`config.mk`:
```
export PLATFORM = sky130hd
export DESIGN_NAME = scandoubler_timing
export DESIGN_NICKNAME = d
export VERILOG_FILES = /design/src/rtl/scandoubler_pkg.sv /design/src/rtl/scandoubler_hsgen.sv /design/src/rtl/scandoubler_timing.sv
export SDC_FILE = /design/constraint.sdc
export NUM_CORES = 1
export LEC_CHECK = 0
export BUFFER_PORTS_ARGS = -buffer_cell sky130_fd_sc_hd__buf_4
export CAP_MARGIN = 40
export CORE_MARGIN = 4
export CORE_UTILIZATION = 60
export CTS_BUF_LIST = sky130_fd_sc_hd__clkbuf_4 sky130_fd_sc_hd__clkbuf_8
export DETAILED_ROUTE_END_ITERATION = 8
export GPL_TIMING_DRIVEN = 0
export MAX_ROUTING_LAYER = met4
export PLACE_DENSITY = 0.81
export SLEW_MARGIN = 20
export SYNTH_ARGS = -nofsm -noshare
export SYNTH_HDL_FRONTEND = slang
export SYNTH_SLANG_ARGS = --single-unit
```
`constraint.sdc`:
```
create_clock -name clk_sys -period 4.92 [get_ports clk_sys]
set_clock_uncertainty 0.05 [all_clocks]
set_input_delay 0.738 -clock clk_sys [delete_from_list [all_inputs] [get_ports clk_sys]]
set_output_delay 0.738 -clock clk_sys [all_outputs]
set_load 0.02 [all_outputs]
```
`src/rtl/scandoubler_pkg.sv`:
```
// Shared scandoubler parameters: default counter widths used by every scandoubler stage.
package scandoubler_pkg;

  localparam int SD_HCNT_WIDTH  = 9;
  localparam int SD_HSCNT_WIDTH = 12;

endpackage

```
`src/rtl/scandoubler_hsgen.sv`:
```
// Doubled-hsync pulse generator: each output line start opens a pulse half as long as the input hsync.
module scandoubler_hsgen
  import scandoubler_pkg::*;
#(
  parameter int HSCNT_WIDTH = SD_HSCNT_WIDTH
) (
  input  logic                   clk_sys,
  input  logic                   reset,
  input  logic                   ols,
  input  logic [HSCNT_WIDTH-1:0] hs_len,
  output logic                   hs_sd
);

  localparam logic [HSCNT_WIDTH-1:0] HSCNT_ONE = HSCNT_WIDTH'(1);

  logic [HSCNT_WIDTH-1:0] hs_timer;

  // A new line start always reloads, so back-to-back starts keep hs_sd high without a gap.
  // The pulse ends on the edge the timer leaves 1 (or immediately when loaded with 0).
  always_ff @(posedge clk_sys) begin
    if (reset) begin
      hs_sd    <= 1'b0;
      hs_timer <= '0;
    end else if (ols) begin
      hs_sd    <= 1'b1;
      hs_timer <= hs_len >> 1;
    end else if (hs_sd) begin
      if (hs_timer != '0)
        hs_timer <= hs_timer - HSCNT_ONE;
      if ((hs_timer >> 1) == '0)
        hs_sd <= 1'b0;
    end
  end

endmodule

```
`src/rtl/scandoubler_timing.sv`:
```
// Scandoubler timing: input/output line counters, buffer-half select, doubled hsync and retimed vsync.
module scandoubler_timing
  import scandoubler_pkg::*;
#(
  parameter int HCNT_WIDTH  = SD_HCNT_WIDTH,
  parameter int HSCNT_WIDTH = SD_HSCNT_WIDTH
) (
  input  logic                  clk_sys,
  input  logic                  reset,
  input  logic                  pe_in,
  input  logic                  pe_out,
  input  logic                  hs_in,
  input  logic                  vs_in,
  output logic [HCNT_WIDTH-1:0] hcnt,
  output logic [HCNT_WIDTH-1:0] sd_hcnt,
  output logic                  line_toggle,
  output logic                  hs_sd,
  output logic                  vs_out
);

  localparam logic [HCNT_WIDTH-1:0]  HCNT_MAX  = '1;
  localparam logic [HCNT_WIDTH-1:0]  HCNT_ONE  = HCNT_WIDTH'(1);
  localparam logic [HSCNT_WIDTH-1:0] HSCNT_MAX = '1;
  localparam logic [HSCNT_WIDTH-1:0] HSCNT_ONE = HSCNT_WIDTH'(1);

  logic                   hs_pe;
  logic                   hs_d;
  logic [HCNT_WIDTH-1:0]  hs_max;
  logic [HSCNT_WIDTH-1:0] hs_cnt;
  logic [HSCNT_WIDTH-1:0] hs_len;
  logic                   ils;
  logic                   ols;

  // ILS wins any coincidence with the wrap compare simply by being OR-ed into one strobe.
  assign ils = pe_in & hs_in & ~hs_pe;
  assign ols = ils | (pe_out & (sd_hcnt == hs_max));

  // Input side: hs_max stays all-ones until the first measured line so sd_hcnt free-runs.
  always_ff @(posedge clk_sys) begin
    if (reset) begin
      hs_pe       <= 1'b0;
      hcnt        <= '0;
      hs_max      <= HCNT_MAX;
      line_toggle <= 1'b0;
    end else if (pe_in) begin
      hs_pe <= hs_in;
      if (ils) begin
        hs_max      <= hcnt;
        hcnt        <= '0;
        line_toggle <= ~line_toggle;
      end else if (hcnt != HCNT_MAX) begin
        hcnt <= hcnt + HCNT_ONE;
      end
    end
  end

  always_ff @(posedge clk_sys) begin
    if (reset) begin
      sd_hcnt <= '0;
      vs_out  <= 1'b0;
    end else begin
      if (ols)
        sd_hcnt <= '0;
      else if (pe_out)
        sd_hcnt <= sd_hcnt + HCNT_ONE;
      if (pe_out)
        vs_out <= vs_in;
    end
  end

  // Input hsync length in clk_sys cycles, captured on its falling edge.
  always_ff @(posedge clk_sys) begin
    if (reset) begin
      hs_d   <= 1'b0;
      hs_cnt <= '0;
      hs_len <= '0;
    end else begin
      hs_d <= hs_in;
      if (~hs_in & hs_d) begin
        hs_len <= hs_cnt;
        hs_cnt <= '0;
      end else if (hs_in && hs_cnt != HSCNT_MAX) begin
        hs_cnt <= hs_cnt + HSCNT_ONE;
      end
    end
  end

  scandoubler_hsgen #(
    .HSCNT_WIDTH(HSCNT_WIDTH)
  ) u_hsgen (
    .clk_sys(clk_sys),
    .reset  (reset),
    .ols    (ols),
    .hs_len (hs_len),
    .hs_sd  (hs_sd)
  );

endmodule

```
==> out/metrics.cfg, run 1 <==
[synth]
synth.distinct_cells=43
synth-main-ff-cell=dfxtp_1
yosysSeqAreaShare=0.445
syn-cell-area_um2=3010
avgSynthCellArea_um2=8.58
netlist_instances=351
ys_top_cells_by_area=dfxtp_1 (45%), nand2_1 (7.5%), xnor2_1 (7.0%), nor2_1 (5.7%), xor2_1 (3.5%)
synth_largest_type_area_fraction=0.445
ys_async_sr_fraction=0
syn-num-nets=363
ys_warn_count=0
ys_ff_latch=67
synth_edf_count=0
netlist.top_cell.by_area=dfxtp_1

[layout]
final_common_cell=dfxtp_1
area_growth_pct=15.8
fillCellCount=392
fin_nets=398
layout-drive-gt1-share=0.136
final_cell_mix=dfxtp_1 (67), nand2_1 (60), nor2_1 (46)
num_antenna_cells=0

[placement]
place_hpwl_um=4360
routabilityCongestion=0.880
port_buffers=24

[detailed_routing]
viasPerCell=5.51
wl_per_cell_um=13.3
antenna_left=0
firstDrtPassIters=5
drcViolationCount=0
routed_wl_um=6100
via_count=2522
drt_iter0_markers=120

[die]
fp.coreArea_um2=4790
die_h_um=78.8
rows=25
pin_count=27
start_util=0.629
die_area_um2=6220
fp.dieW_um=78.8

[clock_network]
cts_buffer_depth=2
cts_buffers=9
cts_resized=0
cts_tree=built
numClockSinks=67
path_clk_slew_ns=0.07
cts-root-buf=clkbuf_8
cts_hold_buf=0
clock_latency_ns=0.34
cts_setup_buffers=0
h-tree-depth=3

[status]
run_status=complete, no violations

[timing]
slew_viol_final=0
worst_pin_slew_ns=0.872
fmax_ghz=0.422
fin_tns_setup_ns=0
final.period_utilization=0.481
setup_viol=0
relSlewSlack=0.411
fin_crit_ns=2.37
rsz0062_at_grt=false
hold_violations=0

[job]
maxCapViolCount=0

[power]
ir_drop_uv=221
cellPowerDensity_nw_per_um2=341
power_leakage_uw=0.00133
finalPower_uw=1190

[critical_path]
critPathRequiredTime_ns=5.09
crit_type=flip-flop to flip-flop
critPathBufInv=1
critPathArrivalTime_ns=2.54
path_cells=ha_1 -> and3_1 -> and3_1 -> ha_1 -> nor2b_1 -> clkbuf_1 -> o2111a_1 -> nand3_1 -> xor2_1 -> nor2_1
critical-path-top-delay-family=simple AND/OR/NAND/NOR gates
cp-end-kind=flip-flop
cp_slowest_cell=dfxtp_1
start_kind=flip-flop
crit_path_max_incr_delay_ns=0.37
path_max_fanout=8

[global_routing]
grt_pass1_vias=2369
grt_pass1_wl_um=10600
grt_max_degree=13
antenna_found_initial=0
grt_overflow_total=0
grtUsageTotal=0.218

[hold_path]
worst_hold_path_type=flip-flop to flip-flop

-- layout make-up --
| cell class | count | area [um^2] | area share |
|---|---|---|---|
| Clock inverter | 5 | 60.1 | 0.0172 |
| Multi-Input combinational cell | 261 | 1580 | 0.453 |
| Timing Repair Buffer | 24 | 180 | 0.0517 |
| Inverter | 8 | 30.0 | 0.00861 |
| Tap cell | 67 | 83.8 | 0.0240 |
| Buffer | 15 | 60.1 | 0.0172 |
| Clock buffer | 11 | 151 | 0.0434 |
| Sequential cell | 67 | 1340 | 0.385 |
-- stage by stage --
| stage | cell area (um^2) | setup WS (ns) | util | hold slack, ns | std cells |
|---|---|---|---|---|---|
| after floorplan | 3010 | 2.68 | - | 0.376 | 351 |
| after global placement | 3280 | 2.38 | 0.684 | 0.396 | 442 |
| after detailed placement | 3280 | 2.35 | 0.684 | 0.397 | 442 |
| after CTS | 3490 | 2.55 | 0.729 | 0.408 | 458 |
| after global routing | 3490 | 2.32 | 0.729 | 0.424 | 458 |
| final | 3490 | 2.55 | 0.729 | 0.406 | 458 |
-- logic make-up (layout without fill, tap and decap cells) --
| logic type | count (synthesis) | after routing | synth area share |
|---|---|---|---|
| xor gates and xnor gates | 36 | 36 | 0.105 |
| and+or+nand+nor | 166 | 166 | 0.259 |
| AOI/OAI and AO/OA | 45 | 45 | 0.109 |
| adders and majority gates | 6 | 6 | 0.0249 |
| DFF | 67 | 67 | 0.445 |
| buffers and inverters | 23 | 63 | 0.0299 |
| muxes | 8 | 8 | 0.0270 |
-- where the power goes --
group          switching (uW)  internal [uW]
clock network             211            263
logic                    77.5           51.6
registers                22.0            563
-- worst reg2reg max path, delay by kind of cell (launching register included) --
kind / cells / cell delay [ns]
adder cells (fa/ha/maj): 2 / 0.42
AO/OA/AOI/OAI: 1 / 0.29
buffers and inverters: 1 / 0.31
flip-flops: 1 / 0.37
XOR/XNOR: 1 / 0.14
AND/OR/NAND/NOR: 5 / 0.65
-- layer usage --
| metal | up-vias | routed length (um) | GRT usage | part of all wire |
|---|---|---|---|---|
| met4 | 0 | 152 | 0.0773 | 0.025 |
| li1 | 1292 | - | - | - |
| met5 | - | 0 | - | 0 |
| met3 | 19 | 258 | 0.0748 | 0.042 |
| met2 | 56 | 2760 | 0.334 | 0.45 |
| met1 | 1155 | 2930 | 0.270 | 0.48 |
-- synthesized netlist by cell type (all sizes together) (2+ instances only) --
cell type	n
dfxtp	67
nand2	60
nor2	46
xnor2	24
a21oi	16
nand3	15
clkbuf	12
xor2	12
nand4	10
inv	8
mux2i	7
nor3	7
o21ai	7
and3	6
ha	6
a211oi	5
nor4	5
a311oi	4
o31ai	4
buf	3
nor2b	3
or4	3
a32oi	2
o31a	2
o41ai	2
or2	2
or3	2
-- flip-flops by register name, summed over array words and instances, names as in the netlist, 9 cells and up --
register          count
hcnt                  9
sd_hcnt               9
hs_cnt               12
u_hsgen.hs_timer     12
hs_len               11
hs_max                9
-- path summary, 6_finish.rpt --
kind,startpoint,endpoint,slack [ns],depth (start not counted)
setup / recovery,hcnt[0]$_SDFFE_PP0P_,hcnt[5]$_SDFFE_PP0P_,2.55,10
hold / removal,hs_len[2]$_SDFFE_PP0P_,hs_len[2]$_SDFFE_PP0P_,0.41,2
setup reg to reg,hcnt[0]$_SDFFE_PP0P_,hcnt[5]$_SDFFE_PP0P_,2.55,10
hold reg to reg,hs_len[2]$_SDFFE_PP0P_,hs_len[2]$_SDFFE_PP0P_,0.41,2
(Power assumes the default switching activity.)
==> inputs of run 2 (changes only) <==
--- a/config.mk
+++ b/config.mk
@@ -8,12 +8,12 @@
 export BUFFER_PORTS_ARGS = -buffer_cell sky130_fd_sc_hd__buf_4
 export CAP_MARGIN = 40
 export CORE_MARGIN = 4
-export CORE_UTILIZATION = 60
+export CORE_UTILIZATION = 55
 export CTS_BUF_LIST = sky130_fd_sc_hd__clkbuf_4 sky130_fd_sc_hd__clkbuf_8
 export DETAILED_ROUTE_END_ITERATION = 8
 export GPL_TIMING_DRIVEN = 0
 export MAX_ROUTING_LAYER = met4
-export PLACE_DENSITY = 0.81
+export PLACE_DENSITY = 0.79
 export SLEW_MARGIN = 20
 export SYNTH_ARGS = -nofsm -noshare
 export SYNTH_HDL_FRONTEND = slang
==> constraint.sdc (replaced) <==
create_clock -name clk_sys -period 2.1 [get_ports clk_sys]
set_clock_uncertainty 0.05 [all_clocks]
set_input_delay 0.315 -clock clk_sys [delete_from_list [all_inputs] [get_ports clk_sys]]
set_output_delay 0.315 -clock clk_sys [all_outputs]
set_load 0.02 [all_outputs]
==> run 2 against run 1 <==
Via count rose by 0.20%. Setup slack worse by 2.5 ns. Sequential share of layout area shrank 0.93 points. Global-route usage down 0.070 points. Utilization is 3.1 points lower. Sequential power is 130% higher. Register-to-register slack worse by 2.5 ns. Non-clock buffer count grew 7. Clock-buffer cell count grew 1. Total power grew 140%. Cell area is 4.1% higher.
==> out/metrics.cfg, run 2 (synthesized netlist as in run 1, its figures left out) <==
[detailed_routing]
routed_wl_um=6680
firstDrtPassIters=6
antenna_left=0
drcViolationCount=0
drt_iter0_markers=124
via_count=2527
viasPerCell=5.40
wl_per_cell_um=14.3

[clock_network]
numClockSinks=67
cts-root-buf=clkbuf_8
h-tree-depth=3
clock_latency_ns=0.35
cts_buffers=9
cts_buffer_depth=2
path_clk_slew_ns=0.07
cts_tree=built

[layout]
final_cell_mix=nand2_1 (60), dfxtp_1 (60), nor2_1 (46)
fin_nets=405
layout-drive-gt1-share=0.188
area_growth_pct=20.5
reg.largest.list=hs_cnt x12, u_hsgen.hs_timer x12, hs_len x11
instances_no_fill=468
num_antenna_cells=0
fillCellCount=437
utilization=0.697

[critical_path]
path_max_fanout=4
start_kind=flip-flop
crit_start=hcnt[5]$_SDFFE_PP0P_
r2r-start=hcnt[5]$_SDFFE_PP0P_
regToRegSetupSlack_ns=0.08
critPathArrivalTime_ns=2.20
ff2ff_path_depth=10
cp-end-kind=flip-flop
crit_type=flip-flop to flip-flop
r2r_end=hcnt[7]$_SDFFE_PP0P_
critPathRequiredTime_ns=2.28

[hold_path]
holdPathStages=3
whs_endpoint=vs_out$_SDFFE_PP0P_
worst_hold_path_type=input port to flip-flop
hp-start=vs_in

[timing]
fin_crit_ns=2.02
slew_viol_final=0
setup_viol=0
fin_ws_ns=0.0809
relSlewSlack=0.569
fin_tns_setup_ns=0
fmax_ghz=0.495
final.period_utilization=0.961
hold_violations=0
worst_pin_slew_ns=0.640

[die]
die_area_um2=6720
start_util=0.579
die_h_um=82
fp.coreArea_um2=5200
fp.dieW_um=82
pin_count=27
rows=26

[job]
maxCapViolCount=0

[power]
finalPower_uw=2880
ir_drop_uv=736
cellPowerDensity_nw_per_um2=794
power_leakage_uw=0.00138

[global_routing]
grt_pass1_wl_um=10700
antenna_found_initial=0
grtUsageTotal=0.218
grt_pass1_vias=2292
grt_overflow_total=0
grt_max_degree=12

[placement]
port_buffers=24
routabilityCongestion=0.822
dp.cells=445
post-place-ws_ns=-0.0307
place_hpwl_um=4370

[status]
run_status=complete, no violations

==> run 2: area by class of cell <==
class,count,area [um^2],share of cell area
Multi-Input combinational cell,261,1630,0.448
Sequential cell,67,1360,0.375
Timing Repair Buffer,31,233,0.0641
Clock buffer,12,153,0.0421
Tap cell,70,87.6,0.0241
Clock inverter,4,73.8,0.0203
Buffer,15,63.8,0.0176
Inverter,8,30.0,0.00827
==> run 2: routing by layer <==
metal / wire [um] / share of wire / GRT usage / vias up
met5: 0 / 0 / - / -
met4: 102 / 0.015 / 0.101 / 0
met3: 273 / 0.041 / 0.0636 / 11
met2: 3290 / 0.49 / 0.327 / 51
met1: 3020 / 0.45 / 0.269 / 1167
li1: - / - / - / 1298
==> run 2: worst max-delay path by stage <==
stage | endpoint | slack, ns | depth (start not counted)
after global placement | hcnt[7]$_SDFFE_PP0P_ | -0.01 | 10
after global routing | hcnt[5]$_SDFFE_PP0P_ | -0.05 | 10
after floorplan | hcnt[5]$_SDFFE_PP0P_ | 0.02 | 10
after detailed placement | hcnt[5]$_SDFFE_PP0P_ | -0.03 | 10
after CTS | hcnt[5]$_SDFFE_PP0P_ | 0.01 | 10
final | hcnt[7]$_SDFFE_PP0P_ | 0.08 | 10
==> run 2: repair_timing <==
item	4_1_cts	5_1_grt
gates cloned	0	0
hold buffers	0	0
buffers inserted	1	6
pin swaps	1	3
resized for setup	8	14
setup endpoints to repair	3	16
==> run 2: stage by stage <==
stage          area (um^2)  hold WS [ns]
2_1_floorplan         3020         0.376
3_3_place_gp          3280         0.397
3_5_place_dp          3280         0.398
4_1_cts               3540         0.136
5_1_grt               3630         0.143
6_report              3630         0.148
==> run 2: critical path: stages, from the launching register on <==
cell,delay [ns]
dfxtp_4,0.35
and3_4,0.18
and3_4,0.18
and3_4,0.19
ha_4,0.15
nor2b_1,0.13
buf_4,0.14
o2111a_2,0.24
nand3_1,0.10
xor2_1,0.14
nor2_1,0.05
==> run 2: where the power goes <==
group | internal [uW] | switching (uW) | leakage, uW
Clock | 728 | 470 | 0.000117
Sequential | 1320 | 54.4 | 0.000550
Combinational | 128 | 186 | 0.000708
Total | 2170 | 710 | 0.00138
==> inputs of run 3 (changes only) <==
--- a/config.mk
+++ b/config.mk
@@ -12,7 +12,6 @@
 export CTS_BUF_LIST = sky130_fd_sc_hd__clkbuf_4 sky130_fd_sc_hd__clkbuf_8
 export DETAILED_ROUTE_END_ITERATION = 8
 export GPL_TIMING_DRIVEN = 0
-export MAX_ROUTING_LAYER = met4
 export PLACE_DENSITY = 0.79
 export SLEW_MARGIN = 20
 export SYNTH_ARGS = -nofsm -noshare
==> run 3 against run 2 <==
Cell area did not move. Final cell count stayed put. Non-clock buffer count unchanged. Sequential cell count did not move. Critical endpoint unchanged.
==> out/metrics.cfg, run 3 (synthesized netlist as in run 1, its figures left out) <==
[status]
run_status=complete, no violations

[detailed_routing]
antenna_left=0
drcViolationCount=0
routed_wl_um=6660
firstDrtPassIters=5
via_count=2535
drt_iter0_markers=111
wl_per_cell_um=14.2
viasPerCell=5.42

[power]
ir_drop_uv=736
cellPowerDensity_nw_per_um2=793
finalPower_uw=2880
power_leakage_uw=0.00138

[layout]
layout-drive-gt1-share=0.188
regArea_um2=1360
multi_input_area_um2=1630
final_cell_mix=nand2_1 (60), dfxtp_1 (60), nor2_1 (46)
fin_nets=405
fin_area_um2=3630
area_growth_pct=20.5
fillCellCount=437
reg.largest.list=hs_cnt x12, u_hsgen.hs_timer x12, hs_len x11
num_antenna_cells=0

[critical_path]
cp_slowest_cell=dfxtp_4
start_kind=flip-flop
critPathArrivalTime_ns=2.20
path_max_fanout=4
critPathRequiredTime_ns=2.28
path_cells=and3_4 -> and3_4 -> and3_4 -> ha_4 -> nor2b_1 -> buf_4 -> o2111a_2 -> nand3_1 -> xor2_1 -> nor2_1
critical-path-top-delay-family=simple AND/OR/NAND/NOR gates
crit_type=flip-flop to flip-flop
cp-end-kind=flip-flop
critPathMostFrequentCell=and3_4
critPathBufInv=1
crit_path_max_incr_delay_ns=0.35
regToRegSetupSlack_ns=0.08

[timing]
fmax_ghz=0.495
slew_viol_final=0
relSlewSlack=0.569
worst_pin_slew_ns=0.640
timing.hold.ws_ns=0.149
setup_viol=0
fin_ws_ns=0.0812
fin_crit_ns=2.02
final.period_utilization=0.961
hold_violations=0

[die]
die_h_um=82
start_util=0.579
rows=26
die_area_um2=6720
fp.coreArea_um2=5200
fp.dieW_um=82
pin_count=27

[global_routing]
grt_max_degree=12
grtUsageTotal=0.211
grt_pass1_wl_um=10600
antenna_found_initial=0
grt_pass1_vias=2296
grt_overflow_total=0

[placement]
routabilityCongestion=0.810
port_buffers=24
place_area_um2=3280
place_hpwl_um=4370
post-place-ws_ns=-0.0307

[clock_network]
cts-root-buf=clkbuf_8
numClockSinks=67
clock_latency_ns=0.34
cts_tree=built
cts_buffers=9
cts_buffer_depth=2
path_clk_slew_ns=0.07
h-tree-depth=3
cts_hold_buf=0

[hold_path]
worst_hold_path_type=input port to flip-flop

[job]
maxCapViolCount=0

==> run 3: cell counts in the layout (fill, tap and decap cells not counted) <==
Identical to the previous run, type by type.
==> run 3: through the flow <==
step / util / TNS, ns / std cells
2_1_floorplan: - / 0 / 351
3_3_place_gp: 0.631 / -0.0236 / 445
3_5_place_dp: 0.631 / -0.0524 / 445
4_1_cts: 0.679 / 0 / 462
5_1_grt: 0.697 / -0.108 / 468
6_report: 0.697 / 0 / 468
==> run 3: worst paths after layout <==
check                                              from                       to  depth (start not counted)
worst max-delay path               hcnt[5]$_SDFFE_PP0P_     hcnt[7]$_SDFFE_PP0P_                         10
worst min-delay path                              vs_in      vs_out$_SDFFE_PP0P_                          3
worst max register to register     hcnt[5]$_SDFFE_PP0P_     hcnt[7]$_SDFFE_PP0P_                         10
worst min register to register  hs_len[11]$_SDFFE_PP0P_  hs_len[11]$_SDFFE_PP0P_                          2
==> run 3: timing repair <==
action,in CTS,in global routing
resized for setup,8,14
setup endpoints to repair,3,16
pin swaps,1,3
buffers inserted,1,6
==> run 3: cell type report <==
class / instances / share of cell area
Sequential cell: 67 / 0.375
Clock inverter: 4 / 0.0203
Tap cell: 70 / 0.0241
Buffer: 15 / 0.0176
Timing Repair Buffer: 31 / 0.0641
Clock buffer: 12 / 0.0421
Inverter: 8 / 0.00827
Multi-Input combinational cell: 261 / 0.448
==> run 3: routing by layer <==
metal / part of all wire / vias to the layer above / GRT usage
li1: - / 1298 / -
met1: 0.45 / 1172 / 0.266
met2: 0.49 / 52 / 0.327
met3: 0.040 / 13 / 0.0789
met4: 0.018 / 0 / 0.0814
met5: 0 / - / 0
==> run 3: worst min-delay path, delay by kind of cell <==
family                 cells  cell delay (ns)
AND/OR/NAND/NOR            1             0.07
buffers and inverters      1             0.08
multiplexers               1             0.05
==> run 3: report_power, final <==
group          leakage (uW)  internal, uW  switching (uW)
clock              0.000117           728             467
combinational      0.000708           128             186
sequential         0.000550          1320            54.5
